`config.mk`:
```
export PLATFORM = sky130hd
export DESIGN_NAME = div_share_sched
export DESIGN_NICKNAME = d
export VERILOG_FILES = /design/src/rtl/div_share_sched_pkg.sv /design/src/rtl/div_share_sched_rr_arbiter.sv /design/src/rtl/div_share_sched.sv
export SDC_FILE = /design/constraint.sdc
export NUM_CORES = 1
export LEC_CHECK = 0
export CAP_MARGIN = 0
export CELL_PAD_IN_SITES_DETAIL_PLACEMENT = 1
export CELL_PAD_IN_SITES_GLOBAL_PLACEMENT = 1
export CORE_MARGIN = 2
export CORE_UTILIZATION = 49
export CTS_CLUSTER_SIZE = 25
export DETAILED_ROUTE_END_ITERATION = 8
export DONT_BUFFER_PORTS = 1
export PLACE_DENSITY_LB_ADDON = 0.1
export SYNTH_ARGS = -nofsm -noshare
export SYNTH_HDL_FRONTEND = slang
export SYNTH_SLANG_ARGS = --single-unit
```
`constraint.sdc`:
```
create_clock -name i_clk -period 10.88 [get_ports i_clk]
set_input_delay 1.632 -clock i_clk [delete_from_list [all_inputs] [get_ports i_clk]]
set_output_delay 1.632 -clock i_clk [all_outputs]
set_load 0.1 [all_outputs]
```
`src/rtl/div_share_sched_pkg.sv`:
```
// Shared defaults, response flag encodings and FSM state type for the divider scheduler.
package div_share_sched_pkg;

  localparam int unsigned AW_DEF = 27;
  localparam int unsigned BW_DEF = 27;
  localparam int unsigned QW_DEF = 16;

  localparam logic [1:0] FLAG_OK = 2'b00;
  localparam logic [1:0] FLAG_DZ = 2'b01;
  localparam logic [1:0] FLAG_TO = 2'b10;

  typedef enum logic [1:0] {
    S_IDLE  = 2'd0,
    S_ISSUE = 2'd1,
    S_WAIT  = 2'd2,
    S_RESP  = 2'd3
  } state_e;

endpackage

```
`src/rtl/div_share_sched_rr_arbiter.sv`:
```
// Combinational round-robin picker: first requester at or after i_ptr, wrapping.
module div_share_sched_rr_arbiter #(
  parameter int unsigned NREQ = 4,
  localparam int unsigned IW = (NREQ > 1) ? $clog2(NREQ) : 1
) (
  input  logic [NREQ-1:0] i_req,
  input  logic [IW-1:0]   i_ptr,
  output logic [NREQ-1:0] o_onehot,
  output logic [IW-1:0]   o_idx,
  output logic            o_any
);

  logic w_found;

  // Scan from the pointer and stop at the first asserted request.
  always_comb begin
    int unsigned pos;
    o_onehot = '0;
    o_idx    = '0;
    w_found  = 1'b0;
    for (int unsigned k = 0; k < NREQ; k++) begin
      pos = (int'(i_ptr) + k) % NREQ;
      if (!w_found && i_req[pos]) begin
        w_found       = 1'b1;
        o_onehot[pos] = 1'b1;
        o_idx         = IW'(pos);
      end
    end
    o_any = w_found;
  end

endmodule

```
`src/rtl/div_share_sched.sv`:
```
// Shares one multi-cycle unsigned divider among NREQ requesters: round-robin grant,
// sign/magnitude handling, divide-by-zero bypass with saturation and a WAIT watchdog.
module div_share_sched
  import div_share_sched_pkg::*;
#(
  parameter int unsigned NREQ    = 4,
  parameter int unsigned AW      = AW_DEF,
  parameter int unsigned BW      = BW_DEF,
  parameter int unsigned QW      = QW_DEF,
  parameter int unsigned TIMEOUT = 64
) (
  input  logic             i_clk,
  input  logic             i_rst,
  input  logic [NREQ-1:0]  i_req,
  input  logic [NREQ*AW-1:0] i_a,
  input  logic [NREQ*BW-1:0] i_b,
  output logic [NREQ-1:0]  o_gnt,
  output logic [NREQ-1:0]  o_rsp_vld,
  output logic [QW-1:0]    o_rsp_q,
  output logic [1:0]       o_rsp_flag,
  output logic             o_busy,
  output logic             o_div_en,
  output logic [AW-1:0]    o_div_a,
  output logic [BW-1:0]    o_div_b,
  input  logic             i_div_fin,
  input  logic [QW-1:0]    i_div_q
);

  localparam int unsigned IW = (NREQ > 1) ? $clog2(NREQ) : 1;
  localparam int unsigned CW = $clog2(TIMEOUT + 1);
  localparam logic [QW-1:0] Q_MAX = {1'b0, {(QW-1){1'b1}}};
  localparam logic [QW-1:0] Q_MIN = {1'b1, {(QW-1){1'b0}}};

  state_e          r_state, w_state_nxt;
  logic [IW-1:0]   r_ptr, w_ptr_nxt;
  logic [IW-1:0]   r_idx, w_idx_nxt;
  logic [CW-1:0]   r_cnt, w_cnt_nxt;
  logic [NREQ-1:0] r_gnt, w_gnt_nxt;
  logic            r_neg, w_neg_nxt;
  logic [AW-1:0]   r_mag, w_mag_nxt;
  logic [BW-1:0]   r_b, w_b_nxt;
  logic [QW-1:0]   r_q, w_q_nxt;
  logic [1:0]      r_flag, w_flag_nxt;

  logic [NREQ-1:0] w_onehot;
  logic [IW-1:0]   w_pick;
  logic            w_any;
  logic [AW-1:0]   w_a_sel;
  logic [BW-1:0]   w_b_sel;
  logic [AW-1:0]   w_a_mag;

  div_share_sched_rr_arbiter #(
    .NREQ(NREQ)
  ) u_arb (
    .i_req   (i_req),
    .i_ptr   (r_ptr),
    .o_onehot(w_onehot),
    .o_idx   (w_pick),
    .o_any   (w_any)
  );

  // Most-negative dividend negates to 2^(AW-1), which still fits as an unsigned AW-bit value.
  assign w_a_sel = i_a[w_pick*AW +: AW];
  assign w_b_sel = i_b[w_pick*BW +: BW];
  assign w_a_mag = w_a_sel[AW-1] ? (~w_a_sel + 1'b1) : w_a_sel;

  // Apply sign to the divider magnitude, clamping to the signed QW range.
  function automatic logic [QW-1:0] f_sign_sat(input logic neg, input logic [QW-1:0] mag);
    if (neg) return (mag > Q_MIN) ? Q_MIN : (~mag + 1'b1);
    return (mag > Q_MAX) ? Q_MAX : mag;
  endfunction

  // Next-state and captured-operand logic for the IDLE/ISSUE/WAIT/RESP sequence.
  always_comb begin
    w_state_nxt = r_state;
    w_ptr_nxt   = r_ptr;
    w_idx_nxt   = r_idx;
    w_cnt_nxt   = r_cnt;
    w_gnt_nxt   = r_gnt;
    w_neg_nxt   = r_neg;
    w_mag_nxt   = r_mag;
    w_b_nxt     = r_b;
    w_q_nxt     = r_q;
    w_flag_nxt  = r_flag;
    case (r_state)
      S_IDLE: begin
        if (w_any) begin
          w_gnt_nxt = w_onehot;
          w_idx_nxt = w_pick;
          w_neg_nxt = w_a_sel[AW-1];
          w_mag_nxt = w_a_mag;
          w_b_nxt   = w_b_sel;
          if (w_b_sel == '0) begin
            w_q_nxt     = w_a_sel[AW-1] ? Q_MIN : Q_MAX;
            w_flag_nxt  = FLAG_DZ;
            w_state_nxt = S_RESP;
          end else begin
            w_state_nxt = S_ISSUE;
          end
        end
      end
      S_ISSUE: begin
        w_cnt_nxt   = '0;
        w_state_nxt = S_WAIT;
      end
      S_WAIT: begin
        // A finish arriving on the last watchdog cycle still counts as a good result.
        if (i_div_fin) begin
          w_q_nxt     = f_sign_sat(r_neg, i_div_q);
          w_flag_nxt  = FLAG_OK;
          w_state_nxt = S_RESP;
        end else if (r_cnt == CW'(TIMEOUT - 1)) begin
          w_q_nxt     = '0;
          w_flag_nxt  = FLAG_TO;
          w_state_nxt = S_RESP;
        end else begin
          w_cnt_nxt = r_cnt + CW'(1);
        end
      end
      S_RESP: begin
        w_ptr_nxt   = (r_idx == IW'(NREQ - 1)) ? '0 : r_idx + IW'(1);
        w_gnt_nxt   = '0;
        w_state_nxt = S_IDLE;
      end
      default: w_state_nxt = S_IDLE;
    endcase
  end

  // State and datapath registers; reset aborts any transaction without a response.
  always_ff @(posedge i_clk or posedge i_rst) begin
    if (i_rst) begin
      r_state <= S_IDLE;
      r_ptr   <= '0;
      r_idx   <= '0;
      r_cnt   <= '0;
      r_gnt   <= '0;
      r_neg   <= 1'b0;
      r_mag   <= '0;
      r_b     <= '0;
      r_q     <= '0;
      r_flag  <= FLAG_OK;
    end else begin
      r_state <= w_state_nxt;
      r_ptr   <= w_ptr_nxt;
      r_idx   <= w_idx_nxt;
      r_cnt   <= w_cnt_nxt;
      r_gnt   <= w_gnt_nxt;
      r_neg   <= w_neg_nxt;
      r_mag   <= w_mag_nxt;
      r_b     <= w_b_nxt;
      r_q     <= w_q_nxt;
      r_flag  <= w_flag_nxt;
    end
  end

  // Response fields are forced to zero outside the single RESP cycle.
  always_comb begin
    o_gnt      = r_gnt;
    o_busy     = (r_state != S_IDLE);
    o_div_en   = (r_state == S_ISSUE);
    o_div_a    = r_mag;
    o_div_b    = r_b;
    o_rsp_vld  = '0;
    o_rsp_q    = '0;
    o_rsp_flag = FLAG_OK;
    if (r_state == S_RESP) begin
      o_rsp_vld  = r_gnt;
      o_rsp_q    = r_q;
      o_rsp_flag = r_flag;
    end
  end

endmodule
```
==> metrics.yaml, run 1 <==
placed_design:
  dp_hpwl_mm: 22.63
  port_buffers: 0
  gp_congestion: 0.9315
layout:
  antenna_cells: 0
  fillers: 2108
  nNetsFinal: 1311
  fin_util_pct: 51.78
  drive_above_1_share_pct: 6.792
  syn_to_final_growth_pct: 4.463
floorplan:
  start_util_pct: 49.56
  die_w_um: 132.6
  dieArea_mm2: 0.01758
  io_pins: 321
  core_area_mm2: 0.01635
  row_count: 47
  die_h_um: 132.6
critical_path:
  reg2reg_from: "r_ptr[0]"
  path_buf_inv: 3
  worst_ep_required_time_ns: 11.08
  cpMaxStageDelayCell: "dfrtp_1"
  path_class: "reg -> reg"
  regToRegSetupSlack_ns: 5.50
  path_cells: "inv_1 > ha_1 > mux4_2 > nor2b_4 > o21ai_1 > buf_4 > nand2_2 > buf_4 > nand3_1 > o21ai_0 > ha_1 > o311a_1 > a41oi_1 > xor2_1 > o21ai_1"
  crit_family: "buffers and inverters"
  r2r-end: "o_div_a[24]"
  crit_path_start_kind: "flop"
  crit_fanout: 87
  arrival_ns: 5.58
  r2r_cells: 15
  end_kind: "flop"
  max_stage_delay_ns: 0.75
clocking:
  cts_buffers: 9
  cts_setup_buffers: 0
  cts_max_level: 3
  cts_max_path_buffers: 2
  cts_resized: 0
  clkTransAtPathRegs_ns: 0.07
  clk_latency_ns: 0.36
  cts_tree: "built"
  cts_hold_buf: 0
  clock_sinks: 90
  cts_root_buffer: "clkbuf_16"
sta:
  fin_tns_setup_ns: 0
  hold_viol_final: 0
  skew_ns: 0.01164
  slew_viol_final: 0
  worst_pin_slew_ns: 1.032
  finalSetupViolCount: 0
  fin_crit_sh_pct: 49.46
  min_period_ns: 5.382
  fmax_mhz: 185.8
  slew_headroom_pct: 31.19
  rsz0062_at_grt: "no"
synthesis:
  synthSimpleGateAreaFrac_pct: 32.78
  ys.flop_type: "dfrtp_1"
  ys_ff_latch: 90
  async_flop_share_pct: 100.0
  yosysWarnings: 0
  yosysUniqueCellTypes: 73
  synthXorXnorAreaFrac_pct: 3.675
  ys_seq_area_share_pct: 27.79
  synth_compound_area_share_pct: 19.26
  synth-edff-count: 0
  synth_top_family_by_area: "simple AND/OR/NAND/NOR gates"
  synthAdderAreaFrac_pct: 2.625
  syn_inst: 1110
  syn_area_per_cell_um2: 7.300
  synth_nets: 1366
  synth_area_mm2: 0.008103
  synth_mux_area_share_pct: 8.586
global_routing:
  grt_use_total_pct: 34.06
  grt_overflow: 0
  grt_first_pass_wirelength_mm: 47.55
  antenna_found_initial: 0
  grt_max_degree: 114
  grt_pass1_vias: 8351
detailed_routing:
  drcViolationCount: 0
  dr.first_iter.drc_count: 538
  wl_mm: 30.29
  vias_per_cell: 6.599
  ant_nets: 0
  drtPass1Iterations: 5
  wire_per_inst_um: 23.67
  vias: 8447
min_path:
  hold_start: "r_q[14]"
  hold_path_class: "reg -> reg"
  hold_end: "r_q[14]"
  min_delay_path_depth: 1
outcome:
  status: "complete, no violations"
job:
  drv_cap: 0
layout make-up:
type	instances	area [um2]	area share, %
clock buffers	11	242.7	2.868
clock inverters	5	85.08	1.005
inverters	15	58.81	0.6948
multi-input cells	929	5475	64.69
flip-flops and latches	90	2252	26.61
well taps	220	275.3	3.252
repair buffers	10	75.07	0.8869
flip-flops by register name, summed over array words and instances, names as in the netlist:
register  cells
o_div_a      27
o_div_b      27
r_q          16
r_cnt         7
o_gnt         4
r_flag        2
r_idx         2
r_ptr         2
r_state       2
r_neg         1
stage by stage:
step	cells	hold slack, ns	area [um2]	setup slack [ns]
after floorplan	1110	0.4489	8103	6.279
after global routing	1280	0.4998	8464	5.062
after detailed placement	1264	0.4704	8137	5.487
after global placement	1264	0.4613	8137	5.594
after CTS	1280	0.4869	8464	5.568
final	1280	0.4844	8464	5.498
cells in the mapped netlist (7+ instances only):
| master | number | area share (%) |
|---|---|---|
| a221o_1 | 7 | 0.86 |
| inv_1 | 14 | 0.65 |
| and3_1 | 21 | 1.6 |
| xnor2_1 | 23 | 2.5 |
| mux2_2 | 15 | 2.1 |
| a31oi_1 | 32 | 2.5 |
| a21oi_1 | 16 | 0.99 |
| o21ai_0 | 92 | 5.7 |
| nor4_1 | 34 | 2.6 |
| clkbuf_1 | 37 | 1.7 |
| and2_1 | 22 | 1.7 |
| o22ai_1 | 19 | 1.5 |
| mux2i_1 | 25 | 3.1 |
| nand3_1 | 84 | 5.2 |
| o21ai_1 | 8 | 0.49 |
| or3_1 | 9 | 0.69 |
| ha_1 | 17 | 2.6 |
| mux2_1 | 10 | 1.4 |
| nor3_1 | 24 | 1.5 |
| nand4_1 | 7 | 0.54 |
| xor2_1 | 11 | 1.2 |
| nand2_1 | 282 | 13 |
| buf_2 | 27 | 1.7 |
| dfrtp_1 | 90 | 28 |
| nor2_1 | 72 | 3.3 |
per-layer routing:
| layer | vias to the layer above | wire length [um] | global-route usage [%] |
|---|---|---|---|
| met5 | - | 0 | 0 |
| met4 | 0 | 601 | 7.766 |
| met3 | 47 | 2712 | 10.00 |
| met2 | 356 | 14110 | 54.61 |
| met1 | 4173 | 12870 | 45.58 |
| li1 | 3871 | - | - |
kinds of logic (layout without fill, tap and decap cells):
family / count (synthesis) / in the layout
and+or+nand+nor: 582 / 582
AOI/OAI and AO/OA: 238 / 238
buffers and inverters: 91 / 41
DFF: 90 / 90
muxes: 58 / 58
xor gates and xnor gates: 34 / 34
adders and majority gates: 17 / 17
layout by cell type (no fill, tap or decap), types with 7 or more instances in the layout:
cell type,n
nand2_1,281
o21ai_0,92
dfrtp_1,90
nand3_1,84
nor2_1,70
nor4_1,34
a31oi_1,32
mux2i_1,25
nor3_1,24
xnor2_1,23
and2_1,22
and3_1,21
o22ai_1,19
ha_1,17
a21oi_1,16
mux2_2,15
inv_1,13
xor2_1,11
mux2_1,10
buf_4,10
or3_1,9
clkbuf_16,9
o21ai_1,7
a221o_1,7
nand4_1,7
worst max-delay path by stage:
stage	slack (ns)	from	cells after the start	end
final	5.50	r_ptr[0]	15	o_div_a[24]
after global placement	5.59	i_req[1]	12	o_div_a[18]
after global routing	5.06	r_ptr[0]	15	o_div_a[18]
after detailed placement	5.49	i_req[1]	12	o_div_a[18]
after floorplan	6.28	i_req[1]	16	o_div_a[18]
after CTS	5.57	r_ptr[0]	15	o_div_a[18]
Power of run 1 is left out: the tool's default activity adds up to more than one toggle a clock period on the data nets, which glitch-free logic cannot reach.
==> run 2, diff against run 1 <==
Settings changed: CORE_UTILIZATION 49 to 41.
Clock period 10.88 ns to 4.8 ns, I/O delays scaled along.
==> metrics.yaml, run 2 (synthesis gave the netlist of run 1 again) <==
outcome:
  status: "complete, no violations"
sta:
  slew_headroom_pct: 30.91  # -0.28 points
  skew_ns: 0.01070  # -0.0009426 ns
  fmax_mhz: 227.6  # +22%
  fin_crit_sh_pct: 91.54  # +42 points
  whs_ns: 0.3785  # -0.1059 ns
  hold_viol_final: 0  # unchanged
  rsz0062_at_grt: "no"
  slew_viol_final: 0  # unchanged
  finalSetupViolCount: 0  # unchanged
  fin_tns_setup_ns: 0  # unchanged
  worst_pin_slew_ns: 1.036  # +0.004180 ns
  min_period_ns: 4.394  # -0.9878 ns
floorplan:
  io_pins: 321  # unchanged
  dieArea_mm2: 0.02090  # +19%
  row_count: 51  # +8.5%
  die_h_um: 144.6  # +9.0%
  start_util_pct: 41.77  # -7.8 points
  die_w_um: 144.6  # +9.0%
  core_area_mm2: 0.01940  # +19%
critical_path:
  path_class: "reg -> reg"
  path_cells: "inv_1 > ha_1 > mux4_2 > nor2b_4 > o21ai_1 > a221o_1 > a221oi_2 > o21ai_2 > nor2_4 > mux2_2"
  cpMaxStageDelayCell: "mux4_2"
  arrival_ns: 4.63  # -0.95 ns
  worst_ep_required_time_ns: 5.04  # -6.04 ns
  max_stage_delay_ns: 0.66  # -0.09 ns
  end_kind: "flop"
  crit_path_start_kind: "flop"
  r2r_cells: 10  # -5
  crit_fanout: 17  # -80%
min_path:
  hold_path_class: "in -> async"
layout:
  final_common_cell: "nand2_1"
  nNetsFinal: 1322  # +0.84%
  antenna_cells: 0  # unchanged
  seq_area_mm2: 0.002252  # unchanged
  layout_common_cells: "281 x nand2_1, 92 x o21ai_0, 90 x dfrtp_1"
  fin_cells: 1336  # +4.4%
  drive_above_1_share_pct: 7.843  # +1.1 points
  syn_to_final_growth_pct: 6.455
  multi_input_area_mm2: 0.005475  # unchanged
  fillers: 2481  # +18%
placed_design:
  gp_congestion: 0.8620  # -7.5%
  port_buffers: 0  # unchanged
  placed_cells: 1320  # +4.4%
  dp_hpwl_mm: 24.12  # +6.6%
detailed_routing:
  wl_mm: 30.98  # +2.3%
  dr.first_iter.drc_count: 339  # -37%
  drtPass1Iterations: 5  # unchanged
  wire_per_inst_um: 23.19  # -2.0%
  ant_nets: 0  # unchanged
  vias: 8216  # -2.7%
  drcViolationCount: 0  # unchanged
  vias_per_cell: 6.150  # -6.8%
global_routing:
  grt_first_pass_wirelength_mm: 46.21  # -2.8%
  grt_use_total_pct: 28.73  # -5.3 points
  grt_overflow: 0  # unchanged
  antenna_found_initial: 0  # unchanged
  grt_max_degree: 60  # -47%
  grt_pass1_vias: 8187  # -2.0%
clocking:
  cts_max_path_buffers: 2  # unchanged
  cts_tree: "built"
  cts_max_level: 3  # unchanged
  cts_root_buffer: "clkbuf_16"
  cts_buffers: 9  # unchanged
  cts_resized: 0  # unchanged
  clkTransAtPathRegs_ns: 0.07  # about the same
  cts_setup_buffers: 0  # unchanged
  clock_sinks: 90  # unchanged
  clk_latency_ns: 0.35  # about the same
  cts_hold_buf: 0  # unchanged
job:
  drv_cap: 0  # unchanged
run 2: cell count changes in the layout (fill, tap and decap cells not counted), sizes merged:
cell / delta
bufinv: +1
inv: +1
clkbuf: -2
clkinv: -1
buf: +11
clkinvlp: +1
run 2: final cells by class:
cell class / instances / share of cell area [%]
clock buffers: 9 / 2.611
clock inverters: 7 / 1.451
inverters: 15 / 0.6818
multi-input cells: 929 / 63.48
flip-flops and latches: 90 / 26.11
well taps: 265 / 3.844
repair buffers: 21 / 1.828
run 2: routing by layer:
| metal | up-vias | share of wire (%) | global-route usage, % |
|---|---|---|---|
| met5 | - | 0 | 0 |
| met4 | 0 | 2.0 | 7.767 |
| met3 | 42 | 8.5 | 8.576 |
| met2 | 282 | 47 | 46.25 |
| met1 | 3991 | 43 | 37.59 |
| li1 | 3901 | - | - |
run 2: worst paths after layout:
kind | endpoint | slack (ns) | start
min in group i_clk | r_q[9] | 0.48 | r_q[9]
setup reg to reg | r_q[4] | 0.41 | r_ptr[1]
setup / recovery | r_q[4] | 0.41 | r_ptr[1]
hold / removal | o_div_b[9] | 0.38 | i_rst
max in group asynchronous | r_q[0] | 3.46 | i_rst
hold reg to reg | r_q[9] | 0.48 | r_q[9]
run 2: stage by stage:
| step | area [um2] | worst slack [ns] | utilization [%] |
|---|---|---|---|
| CTS | 8626 | 0.4341 | 44.47 |
| finish | 8626 | 0.4061 | 44.47 |
| global placement | 8275 | 0.5894 | 42.66 |
| detailed placement | 8275 | 0.4654 | 42.66 |
| floorplan | 8103 | 0.7104 | - |
| global route | 8626 | 0.1692 | 44.47 |
run 2: worst max-delay path: cells and delay by family (launching register included):
family                     cells  cell delay [ns]
buffers and inverters          1             0.17
and+or+nand+nor                2             0.67
AOI/OAI and AO/OA              4             1.29
DFF                            1             0.57
muxes                          2             1.05
adders and majority gates      1             0.53
Power of run 2 is left out for the same reason.
